===== src/rtl/dmem_arbiter.sv =====
// rtl/dmem_arbiter.sv - data-memory arbiter between CPU MEM stage and loader
// CPU has priority unless the loader has been refused STARVE cycles in a row; boot_i locks out the CPU.
module dmem_arbiter #(
   parameter int AW     = 14,
   parameter int DW     = 32,
   parameter int STARVE = 4
) (
   input  logic          clk,
   input  logic          rst_n,
   input  logic          boot_i,
   input  logic          c_req_i,
   input  logic          c_we_i,
   input  logic [AW-1:0] c_addr_i,
   input  logic [DW-1:0] c_wdata_i,
   output logic          c_gnt_o,
   output logic          c_stall_o,
   output logic          c_rvalid_o,
   output logic [DW-1:0] c_rdata_o,
   input  logic          l_req_i,
   input  logic          l_we_i,
   input  logic [AW-1:0] l_addr_i,
   input  logic [DW-1:0] l_wdata_i,
   output logic          l_gnt_o,
   output logic          l_rvalid_o,
   output logic [DW-1:0] l_rdata_o,
   output logic          mem_en_o,
   output logic          mem_we_o,
   output logic [AW-1:0] mem_addr_o,
   output logic [DW-1:0] mem_wdata_o,
   input  logic [DW-1:0] mem_rdata_i
);

   localparam int SW = (STARVE < 1) ? 1 : $clog2(STARVE + 1);
   localparam logic [SW-1:0] STARVE_MAX = SW'(STARVE);

   localparam logic [1:0] OWN_NONE = 2'd0;
   localparam logic [1:0] OWN_CPU  = 2'd1;
   localparam logic [1:0] OWN_LDR  = 2'd2;

   logic [SW-1:0] starve_cnt_q, starve_cnt_d;
   logic [1:0]    owner_q, owner_d;
   logic          c_win, l_win;

   always_comb begin
      c_win = 1'b0;
      l_win = 1'b0;
      if (rst_n) begin
         if (boot_i) begin
            l_win = l_req_i;
         end else if (c_req_i && l_req_i) begin
            if (starve_cnt_q == STARVE_MAX) l_win = 1'b1;
            else                            c_win = 1'b1;
         end else begin
            c_win = c_req_i;
            l_win = l_req_i;
         end
      end
   end

   always_comb begin
      mem_en_o    = c_win | l_win;
      mem_we_o    = 1'b0;
      mem_addr_o  = '0;
      mem_wdata_o = '0;
      if (c_win) begin
         mem_we_o    = c_we_i;
         mem_addr_o  = c_addr_i;
         mem_wdata_o = c_wdata_i;
      end else if (l_win) begin
         mem_we_o    = l_we_i;
         mem_addr_o  = l_addr_i;
         mem_wdata_o = l_wdata_i;
      end
   end

   always_comb begin
      starve_cnt_d = '0;
      if (l_req_i && !l_win) begin
         starve_cnt_d = (starve_cnt_q == STARVE_MAX) ? starve_cnt_q : starve_cnt_q + 1'b1;
      end
      owner_d = OWN_NONE;
      if (c_win && !c_we_i)      owner_d = OWN_CPU;
      else if (l_win && !l_we_i) owner_d = OWN_LDR;
   end

   always_ff @(posedge clk) begin
      if (!rst_n) begin
         starve_cnt_q <= '0;
         owner_q      <= OWN_NONE;
      end else begin
         starve_cnt_q <= starve_cnt_d;
         owner_q      <= owner_d;
      end
   end

   // Read data is steered by the tag captured at grant time, so boot_i changes cannot misroute it.
   assign c_gnt_o    = c_win;
   assign l_gnt_o    = l_win;
   assign c_stall_o  = c_req_i & ~c_win;
   assign c_rvalid_o = (owner_q == OWN_CPU);
   assign l_rvalid_o = (owner_q == OWN_LDR);
   assign c_rdata_o  = (owner_q == OWN_CPU) ? mem_rdata_i : '0;
   assign l_rdata_o  = (owner_q == OWN_LDR) ? mem_rdata_i : '0;

endmodule

===== config.mk =====
export PLATFORM = sky130hd
export DESIGN_NAME = dmem_arbiter
export DESIGN_NICKNAME = d
export VERILOG_FILES = /design/src/rtl/dmem_arbiter.sv
export SDC_FILE = /design/constraint.sdc
export NUM_CORES = 1
export LEC_CHECK = 0
export CAP_MARGIN = 20
export CELL_PAD_IN_SITES_DETAIL_PLACEMENT = 1
export CELL_PAD_IN_SITES_GLOBAL_PLACEMENT = 2
export CORE_MARGIN = 2
export CORE_UTILIZATION = 10
export CTS_CLUSTER_DIAMETER = 100
export DETAILED_ROUTE_END_ITERATION = 8
export PLACE_DENSITY_LB_ADDON = 0.1
export SETUP_SLACK_MARGIN = 0.4
export SLEW_MARGIN = 30
export SYNTH_ARGS = -nofsm -noshare
export SYNTH_HDL_FRONTEND = slang
export SYNTH_SLANG_ARGS = --single-unit

===== constraint.sdc =====
create_clock -name clk -period 1.3 [get_ports clk]
set_input_delay 0.195 -clock clk [delete_from_list [all_inputs] [get_ports clk]]
set_output_delay 0.195 -clock clk [all_outputs]
set_load 0.01 [all_outputs]

Word level (Yosys, flattened, before mapping)
Index checks and enable logic that the tools add are counted.

Word-level logic and storage cells: 38. Input bits: 131. Bits in registers: 5. Bits in writable memories: 0. Output and inout port bits: 117. Memories kept: 0. Bits in read-only memories: 0. Bits in latches: 0.

Bitwise gates (word level): 4. Order comparisons: 0. Shift operators: 0. Add/subtract/negate cells: 1. Muxes and demuxes: 18. Eq/ne operators: 3. Div/mod/pow operators: 0. Reductions and logical operators: 9. Multiply operators: 0.

Operator list (number): two-way mux 32 bit (4); two-way mux 14 bit (2); two-way mux 1 bit (11); logical AND 1 bit (4); adder 3 x 1 -> 3 bit, second input constant (1); equality test 3 bit, second input constant (1); logical NOT 1 bit (3); equality test 2 x 1 -> 1 bit, second input constant (1); equality test 2 bit, second input constant (1); two-way mux 2 bit (1); NOT 1 bit (2); AND reduction 2 bit (1); OR reduction 2 bit (1); AND 1 bit (1); OR 1 bit (1).

Logic depth before layout (Yosys ltp)
Gate-level depths: netlist (run 1).

Depth in word-level cells: 8. Mapped depth: 7. Mapped depth without buffers: 5.

Worst setup path before layout (run 1)
Ideal clock, no wire load.

Kind: reg2out. Start: reg starve_cnt_q[0]. End: out mem_addr_o[0]. Arrival: 1.259 ns. Path slack: -0.154 ns. Data required time: 1.105 ns. Path buffers: 2. Stages on the path, launching flop included: 8. Cell sequence: dfxtp_1 inv_1 ha_1 nand3_1 and3_1 buf_6 buf_6 a22o_1.

Elaborated cells on any way between the ends: 11. Those cells by class: eq/ne (1); mux (10).

RTL lines: start: declaration (RTL line 40) `logic [SW-1:0] starve_cnt_q, starve_cnt_d;`; start signal: assignment (RTL line 91) `starve_cnt_q <= starve_cnt_d;`; equality test 3 bit (RTL line 51) `if (starve_cnt_q == STARVE_MAX) l_win = 1'b1;`; two-way mux 1 bit (RTL line 51); two-way mux 1 bit (RTL line 50) `end else if (c_req_i && l_req_i) begin`; two-way mux 1 bit (RTL line 48) `if (boot_i) begin`; two-way mux 1 bit (RTL line 47) `if (rst_n) begin`; named net c_gnt_o (RTL line 15) `output logic c_gnt_o,`; two-way mux 14 bit (RTL line 65) `if (c_win) begin`; end: declaration (RTL line 28) `output logic [AW-1:0] mem_addr_o,`.

The timed path passes the listed nets, and every way through them passes these cells.

Final worst setup path (run 1)
Start: reg starve_cnt_q[0]. End: out mem_wdata_o[12].

Word-level cells in the longest chain between the ends: 7. Elaborated cells on any way between the ends: 11. Those cells by class: eq/ne (1); mux (10).

Ends and longest elaborated chain: equality test 3 bit * (RTL line 51); two-way mux 1 bit (RTL line 51); two-way mux 1 bit (RTL line 50); two-way mux 1 bit (RTL line 48); two-way mux 1 bit (RTL line 47); two-way mux 32 bit (RTL line 69) `end else if (l_win) begin`; two-way mux 32 bit * (RTL line 65); end: declaration (RTL line 29) `output logic [DW-1:0] mem_wdata_o,`.

Every way passes the cells marked *; elsewhere a longest branch is shown, timed or not.

==> results of run 1 <==
## repair_timing
| item | CTS | global route |
|---|---|---|
| pin swaps | 6 | 10 |
| endpoints found under the setup margin | 122 | 122 |
| setup buffers | 15 | 24 |
| gates cloned | 8 | 6 |
| hold buffers | 0 | 0 |
| resized for setup | 371 | 224 |
## report_power, final
group	switching, µW	total, µW	internal (µW)
Clock	99.2	505	406
Combinational	391	1220	825
Sequential	2.39	160	158
Total	493	1880	1390
## registers in the layout, summed over array words and instances (netlist names)
register and count:
starve_cnt_q 3, owner_q 2
## stage by stage
stage	setup WS, ns	area (µm²)	hold WS [ns]	total power (µW)
2_1_floorplan	-0.0759	1430	0.259	468
3_3_place_gp	-0.921	4040	0.496	1180
3_5_place_dp	-0.953	4040	0.514	1180
4_1_cts	-0.582	4330	0.516	1750
5_1_grt	-0.627	4910	0.532	1970
6_report	-0.551	4910	0.513	1880
## final timing paths
kind / startpoint / end / slack [ns] / cells after the start
worst max-delay path: starve_cnt_q[0] / mem_wdata_o[12] / -0.55 / 9
worst min-delay path: starve_cnt_q[0] / starve_cnt_q[0] / 0.51 / 2
worst max register to register: starve_cnt_q[0] / owner_q[1] / -0.21 / 10
worst min register to register: starve_cnt_q[0] / starve_cnt_q[0] / 0.51 / 2
## layout make-up
class / count / area, µm² / area share [%]
Multi-Input combinational cell: 131 / 1190 / 24.3
Sequential cell: 5 / 105 / 2.14
Clock buffer: 4 / 78.8 / 1.60
Inverter: 3 / 11.3 / 0.229
Tap cell: 143 / 179 / 3.64
Timing Repair Buffer: 311 / 3340 / 68.1
## cells in the mapped netlist (all sizes together)
cell | count | area [µm²]
inv | 3 | 11.3
buf | 11 | 92.6
and2 | 64 | 400
o21ai | 1 | 5.00
or2 | 1 | 6.26
nand3 | 1 | 5.00
a22o | 47 | 412
dfxtp | 5 | 100
a21oi | 1 | 8.76
ha | 2 | 25.0
nor3 | 3 | 15.0
nand2 | 3 | 11.3
and3 | 1 | 6.26
nand3b | 1 | 7.51
clkbuf | 6 | 22.5
nor2b | 6 | 45.0
## worst register-to-register path, cell delays in order (launching register included)
cell	delay, ns
dfxtp_2	0.31
inv_2	0.06
ha_4	0.16
nand2_4	0.06
a21oi_4	0.19
buf_6	0.16
buf_12	0.11
buf_16	0.10
buf_6	0.09
buf_6	0.08
nor2b_4	0.12
## kinds of logic (layout without fill, tap and decap cells)
kind of cell / after synthesis / count (layout) / share of synthesized area (%)
AND/OR/NAND/NOR: 80 / 80 / 42.3
flip-flops: 5 / 5 / 8.53
AO/OA/AOI/OAI: 49 / 49 / 36.2
adder cells (fa/ha/maj): 2 / 2 / 2.13
buffers and inverters: 20 / 318 / 10.8
## routing by layer
metal | routed length [µm] | vias up | part of all wire [%]
met2 | 5660 | 135 | 55
met4 | 48 | 0 | 0.46
li1 | - | 1159 | -
met3 | 812 | 4 | 7.9
met1 | 3820 | 1099 | 37
met5 | 0 | - | 0
==> qor.tcl, run 1 <==
set qor(drtIter0Drc) 54
set qor(n_antenna_cell) 0
set qor(antenna_found_initial) 0
set qor(initial_utilization_pct) 10.3
set qor(route.detailed.drc) 0
set qor(critical_path.slowest_cell) {dfxtp_2}
set qor(crit_path_max_fanout) 5
set qor(power_density_nw_per_um2) 383
set qor(crit_chain) {inv_2, ha_4, nand2_4, a21oi_4, buf_6, buf_12, clkbuf_16, a22o_1, buf_2}
set qor(first_pass_drt_iterations) 3
set qor(hold_path.class) {reg -> reg}
set qor(synthesized_instance_count) 156
set qor(synth.cell_area_um2) 1170
set qor(place_hpwl_mm) 7.24
set qor(outcome) {finished with violations}
set qor(grt_first_pass_wirelength_mm) 13.5
set qor(dieArea_um2) 12600
set qor(root_buffer) {clkbuf_16}
set qor(crit_family) {buffers and inverters}
set qor(drv_cap) 0
set qor(finalNetCount) 588
set qor(clk_path_buf_depth) 2
set qor(die_w_um) 112
set qor(timing_max_transition_violations_final) 0
set qor(grt_util_met3_pct) 3.56
set qor(ir_drop_mv) 0.294
set qor(violations) {negative setup slack}
set qor(port_buffers) 247
set qor(groute.usage.overall_pct) 13.5
set qor(critPathArrivalTime_ns) 1.66
set qor(ys_seq_area_share_pct) 8.53
set qor(synthesis.nets) 289
set qor(std_cell_core_area_um2) 11400
set qor(layout.filler_cells) 1275
set qor(routed_wl_mm) 10.3
set qor(layout_setup_ws_ns) -0.551
set qor(unrepaired_setup_endpoints_after_global_routing) {yes}
set qor(overflow) 0
set qor(final_period_minus_worst_setup_slack_ns) 1.85
set qor(post_synth.cell_area_avg_um2) 7.52
set qor(rows) 39
set qor(flow.area_growth_from_synthesis_pct) 319
set qor(fin_worst_skew_ns) 0.000100
set qor(final_antenna_net_count) 0
set qor(stdcell_count) 597
set qor(number_of_global_route_vias_before_repair) 2439
set qor(routed-via-count) 2397
set qor(gp_congestion) 0.711
set qor(die_height_um) 112
set qor(worstSetupPathType) {reg -> out}
set qor(drive_gt1_share_pct) 59.3
set qor(top_usage_layer) {met2}
set qor(critical_path.endpoint_type) {primary output}
set qor(layout.cells.most_common) {clkdlybuf4s50_1}
set qor(layout.core_utilization_pct) 43.0
set qor(wl_per_cell_um) 17.3
set qor(fmaxAchievable_mhz) 540
set qor(cts_tree) {done}
set qor(tightestPinTransition_ns) 0.257
set qor(via_per_inst) 4.02
set qor(path_buf_inv) 5
set qor(report.final.setup_viol) 118
set qor(floorplan.io_pins) 248
set qor(number_of_distinct_library_cell_variants_in_the_gate_level_netlist_after_synthesis) 18
set qor(worst_path_largest_cell_delay_ns) 0.31
set qor(cts.reportedPaths.clkPinSlew_ns) 0.03
set qor(layout_worst_path_cycle_share_pct) 142
set qor(timing.critical_path.required_ns) 1.11
set qor(cts_num_sinks) 5
set qor(clk-insertion-delay-late_ns) 0.23
set qor(post-place-cells) 540
set qor(yosys_warnings) 0
set qor(htree_num_levels) 1
set qor(layout_common_cells) {clkdlybuf4s50_1, buf_6, and2_4}
set qor(tns_ns) -39.77
set qor(leakage_uw) 0.00226
set qor(postSynthRegisterBits) 5
set qor(met1_usage_pct) 14.3
set qor(grt_start_max_net_pins) 34
set qor(grt_util_met2_pct) 26.9
set qor(max_slew_margin_pct) 82.7
set qor(cts_inserted_buffers) 3
set qor(kind_of_launch_point_of_the_worst_setup_path) {register}
set qor(final_hold_viol_count) 0
No activity file was read; power rests on OpenSTA's default activity.
==> inputs of run 2 (changes only) <==
SLEW_MARGIN = 40   (was 30)
==> results of run 2 <==
The final DEF is identical to that of run 1; final timing and power are the same.
==> inputs of run 3 (changes only) <==
==> constraint.sdc (replaced) <==
create_clock -name clk -period 1.3 [get_ports clk]
set_input_delay 0.195 -clock clk [delete_from_list [all_inputs] [get_ports clk]]
set_output_delay 0.195 -clock clk [all_outputs]
set_load 0.05 [all_outputs]
==> qor.tcl, run 3 (synthesis gave the netlist of run 1 again) <==
set qor(outcome) {finished with violations}
set qor(violations) {negative setup slack}
set qor(wl_per_cell_um) 18.2 ;# +5.2%
set qor(gp_congestion) 0.735 ;# +3.3%
set qor(hold_path.class) {in -> reg}
set qor(power_frac_seq_pct) 5.9 ;# -2.6 points
set qor(top_register) {starve_cnt_q}
set qor(power_share_of_the_clock_group_pct) 18.2 ;# -8.7 points
set qor(first_pass_drt_iterations) 3 ;# unchanged
set qor(comb_power_share_pct) 75.9 ;# +11 points
set qor(final_period_minus_worst_setup_slack_ns) 1.82 ;# -0.0351 ns
set qor(ir_drop_mv) 0.238 ;# -19%
set qor(switching_component_of_the_power_uw) 987 ;# +100%
set qor(unrepaired_setup_endpoints_after_global_routing) {yes}
set qor(routed-via-count) 2348 ;# -2.0%
set qor(leakage_uw) 0.00267 ;# +18%
set qor(initial_utilization_pct) 10.3 ;# unchanged
set qor(fin_worst_skew_ns) 0.000593 ;# +0.000493 ns
set qor(place_hpwl_mm) 8.15 ;# +13%
set qor(clk-insertion-delay-late_ns) 0.22 ;# about the same
set qor(kind_of_launch_point_of_the_worst_setup_path) {register}
set qor(htree_num_levels) 1 ;# unchanged
set qor(floorplan.io_pins) 248 ;# unchanged
set qor(die_w_um) 112 ;# unchanged
set qor(n_antenna_cell) 0 ;# unchanged
set qor(final_antenna_net_count) 0 ;# unchanged
set qor(std_cell_core_area_um2) 11400 ;# unchanged
set qor(report.final.setup_viol) 117 ;# -0.85%
set qor(groute.usage.overall_pct) 15.6 ;# +2.1 points
set qor(die_height_um) 112 ;# unchanged
set qor(swShare_pct) 36.1 ;# +9.9 points
set qor(power_density_nw_per_um2) 434 ;# +13%
set qor(fmaxAchievable_mhz) 551 ;# +1.9%
set qor(layout_common_cells) {clkdlybuf4s50_1, buf_12, and2_4}
set qor(route.detailed.drc) 0 ;# unchanged
set qor(grt_start_max_net_pins) 22 ;# -35%
set qor(worst_path_largest_cell_delay_ns) 0.32 ;# about the same
set qor(cts_inserted_buffers) 3 ;# unchanged
set qor(clk_path_buf_depth) 2 ;# unchanged
set qor(number_of_global_route_vias_before_repair) 2661 ;# +9.1%
set qor(crit_path_max_fanout) 21 ;# +16
set qor(layout_worst_path_cycle_share_pct) 140 ;# -2.7 points
set qor(via_per_inst) 4.10 ;# +2.2%
set qor(antenna_found_initial) 0 ;# unchanged
set qor(layout_setup_ws_ns) -0.516 ;# +0.0351 ns
set qor(port_buffers) 247 ;# unchanged
set qor(critical_path.endpoint_type) {primary output}
set qor(layout.core_utilization_pct) 55.3 ;# +12 points
set qor(rows) 39 ;# unchanged
set qor(path_buf_inv) 3 ;# -2
set qor(drive_gt1_share_pct) 68.1 ;# +8.8 points
set qor(finalNetCount) 563 ;# -4.3%
set qor(routed_wl_mm) 10.4 ;# +0.82%
set qor(cts_num_sinks) 5 ;# unchanged
set qor(flow.area_growth_from_synthesis_pct) 438
set qor(crit_top_cell) {buf_12}
set qor(layout.cells.most_common) {clkdlybuf4s50_1}
set qor(timing_max_transition_violations_final) 0 ;# unchanged
set qor(overflow) 0 ;# unchanged
set qor(drv_cap) 0 ;# unchanged
set qor(tightestPinTransition_ns) 0.229 ;# -0.0277 ns
set qor(largest_register_ffs) 3 ;# unchanged
set qor(cts_tree) {done}
set qor(critPathArrivalTime_ns) 1.62 ;# -0.04 ns
set qor(drtIter0Drc) 35 ;# -35%
set qor(cts.reportedPaths.clkPinSlew_ns) 0.03 ;# about the same
set qor(intPower_uw) 1750 ;# +26%
set qor(timing.critical_path.required_ns) 1.11 ;# about the same
set qor(root_buffer) {clkbuf_16}
set qor(pre_cts_slack_ns) -0.526 ;# +0.428 ns
set qor(final_hold_viol_count) 0 ;# unchanged
set qor(biggestRegsByFlops) {starve_cnt_q: 3 flops, owner_q: 2 flops}
set qor(grt_first_pass_wirelength_mm) 15.4 ;# +14%
set qor(critical_path.slowest_cell) {dfxtp_2}
set qor(crit_chain) {inv_2, ha_4, nand3_2, and3_4, buf_12, a22o_4, buf_12}
set qor(worstSetupPathType) {reg -> out}
set qor(max_slew_margin_pct) 84.7 ;# +2.0 points
set qor(dieArea_um2) 12600 ;# unchanged
set qor(tns_ns) -39.58 ;# +0.197 ns
set qor(crit_family) {buffers and inverters}
==> run 3: cell count changes in the layout (fill, tap and decap cells not counted), moves of 3 or more <==
cell,previous run,this run
buf_4,10,3
buf_6,111,14
buf_2,35,0
buf_8,5,2
a22o_4,0,47
buf_12,9,125
a22o_1,47,0
==> run 3: final timing paths <==
kind / slack (ns) / to / start / cells after the start
worst min-delay path: 0.47 / starve_cnt_q[0] / boot_i / 4
worst max-delay path: -0.52 / mem_wdata_o[11] / starve_cnt_q[1] / 7
worst min register to register: 0.64 / starve_cnt_q[2] / starve_cnt_q[2] / 2
worst max register to register: 0.03 / owner_q[1] / starve_cnt_q[1] / 7
==> run 3: final cells by class <==
cell class	instances	area, µm²
fillers	1108	5110
repair buffers	286	4330
multi-input cells	131	1610
well taps	143	179
flip-flops and latches	5	105
clock buffers	4	78.8
inverters	3	11.3
==> run 3: power groups by stage <==
stage | combinational, µW | clock, µW | sequential [µW]
global route | 2150 | 518 | 161
CTS | 2060 | 503 | 161
floorplan | 840 | 0 | 163
detailed placement | 1940 | 0 | 163
global placement | 1920 | 0 | 163
finish | 2080 | 498 | 161
==> run 3: worst register-to-register path: stages (launching register included) <==
cell and delay (ns):
dfxtp_2 0.32, inv_2 0.06, ha_4 0.16, nand2_4 0.06, a21oi_4 0.18, buf_12 0.18
buf_16 0.13, nor2b_1 0.11
==> run 3: repair_timing <==
item	in CTS	in global routing
cloned	7	4
hold buffers	0	0
pin swaps	17	4
setup endpoints to repair	122	122
buffers inserted	17	0
resized for setup	41	4
==> run 3: through the flow <==
step | total power [µW] | instance area (µm²) | hold slack (ns) | instances
floorplan | 1000 | 1890 | 0.259 | 156
global placement | 2080 | 5650 | 0.495 | 540
detailed placement | 2100 | 5650 | 0.515 | 540
CTS | 2730 | 6200 | 0.470 | 568
global route | 2830 | 6310 | 0.493 | 572
finish | 2740 | 6310 | 0.469 | 572
==> run 3: routing by layer <==
layer	track usage [%]	wire, µm
met5	0	0
met4	3.17	61
met3	3.94	859
met2	31.4	6010
met1	16.0	3490
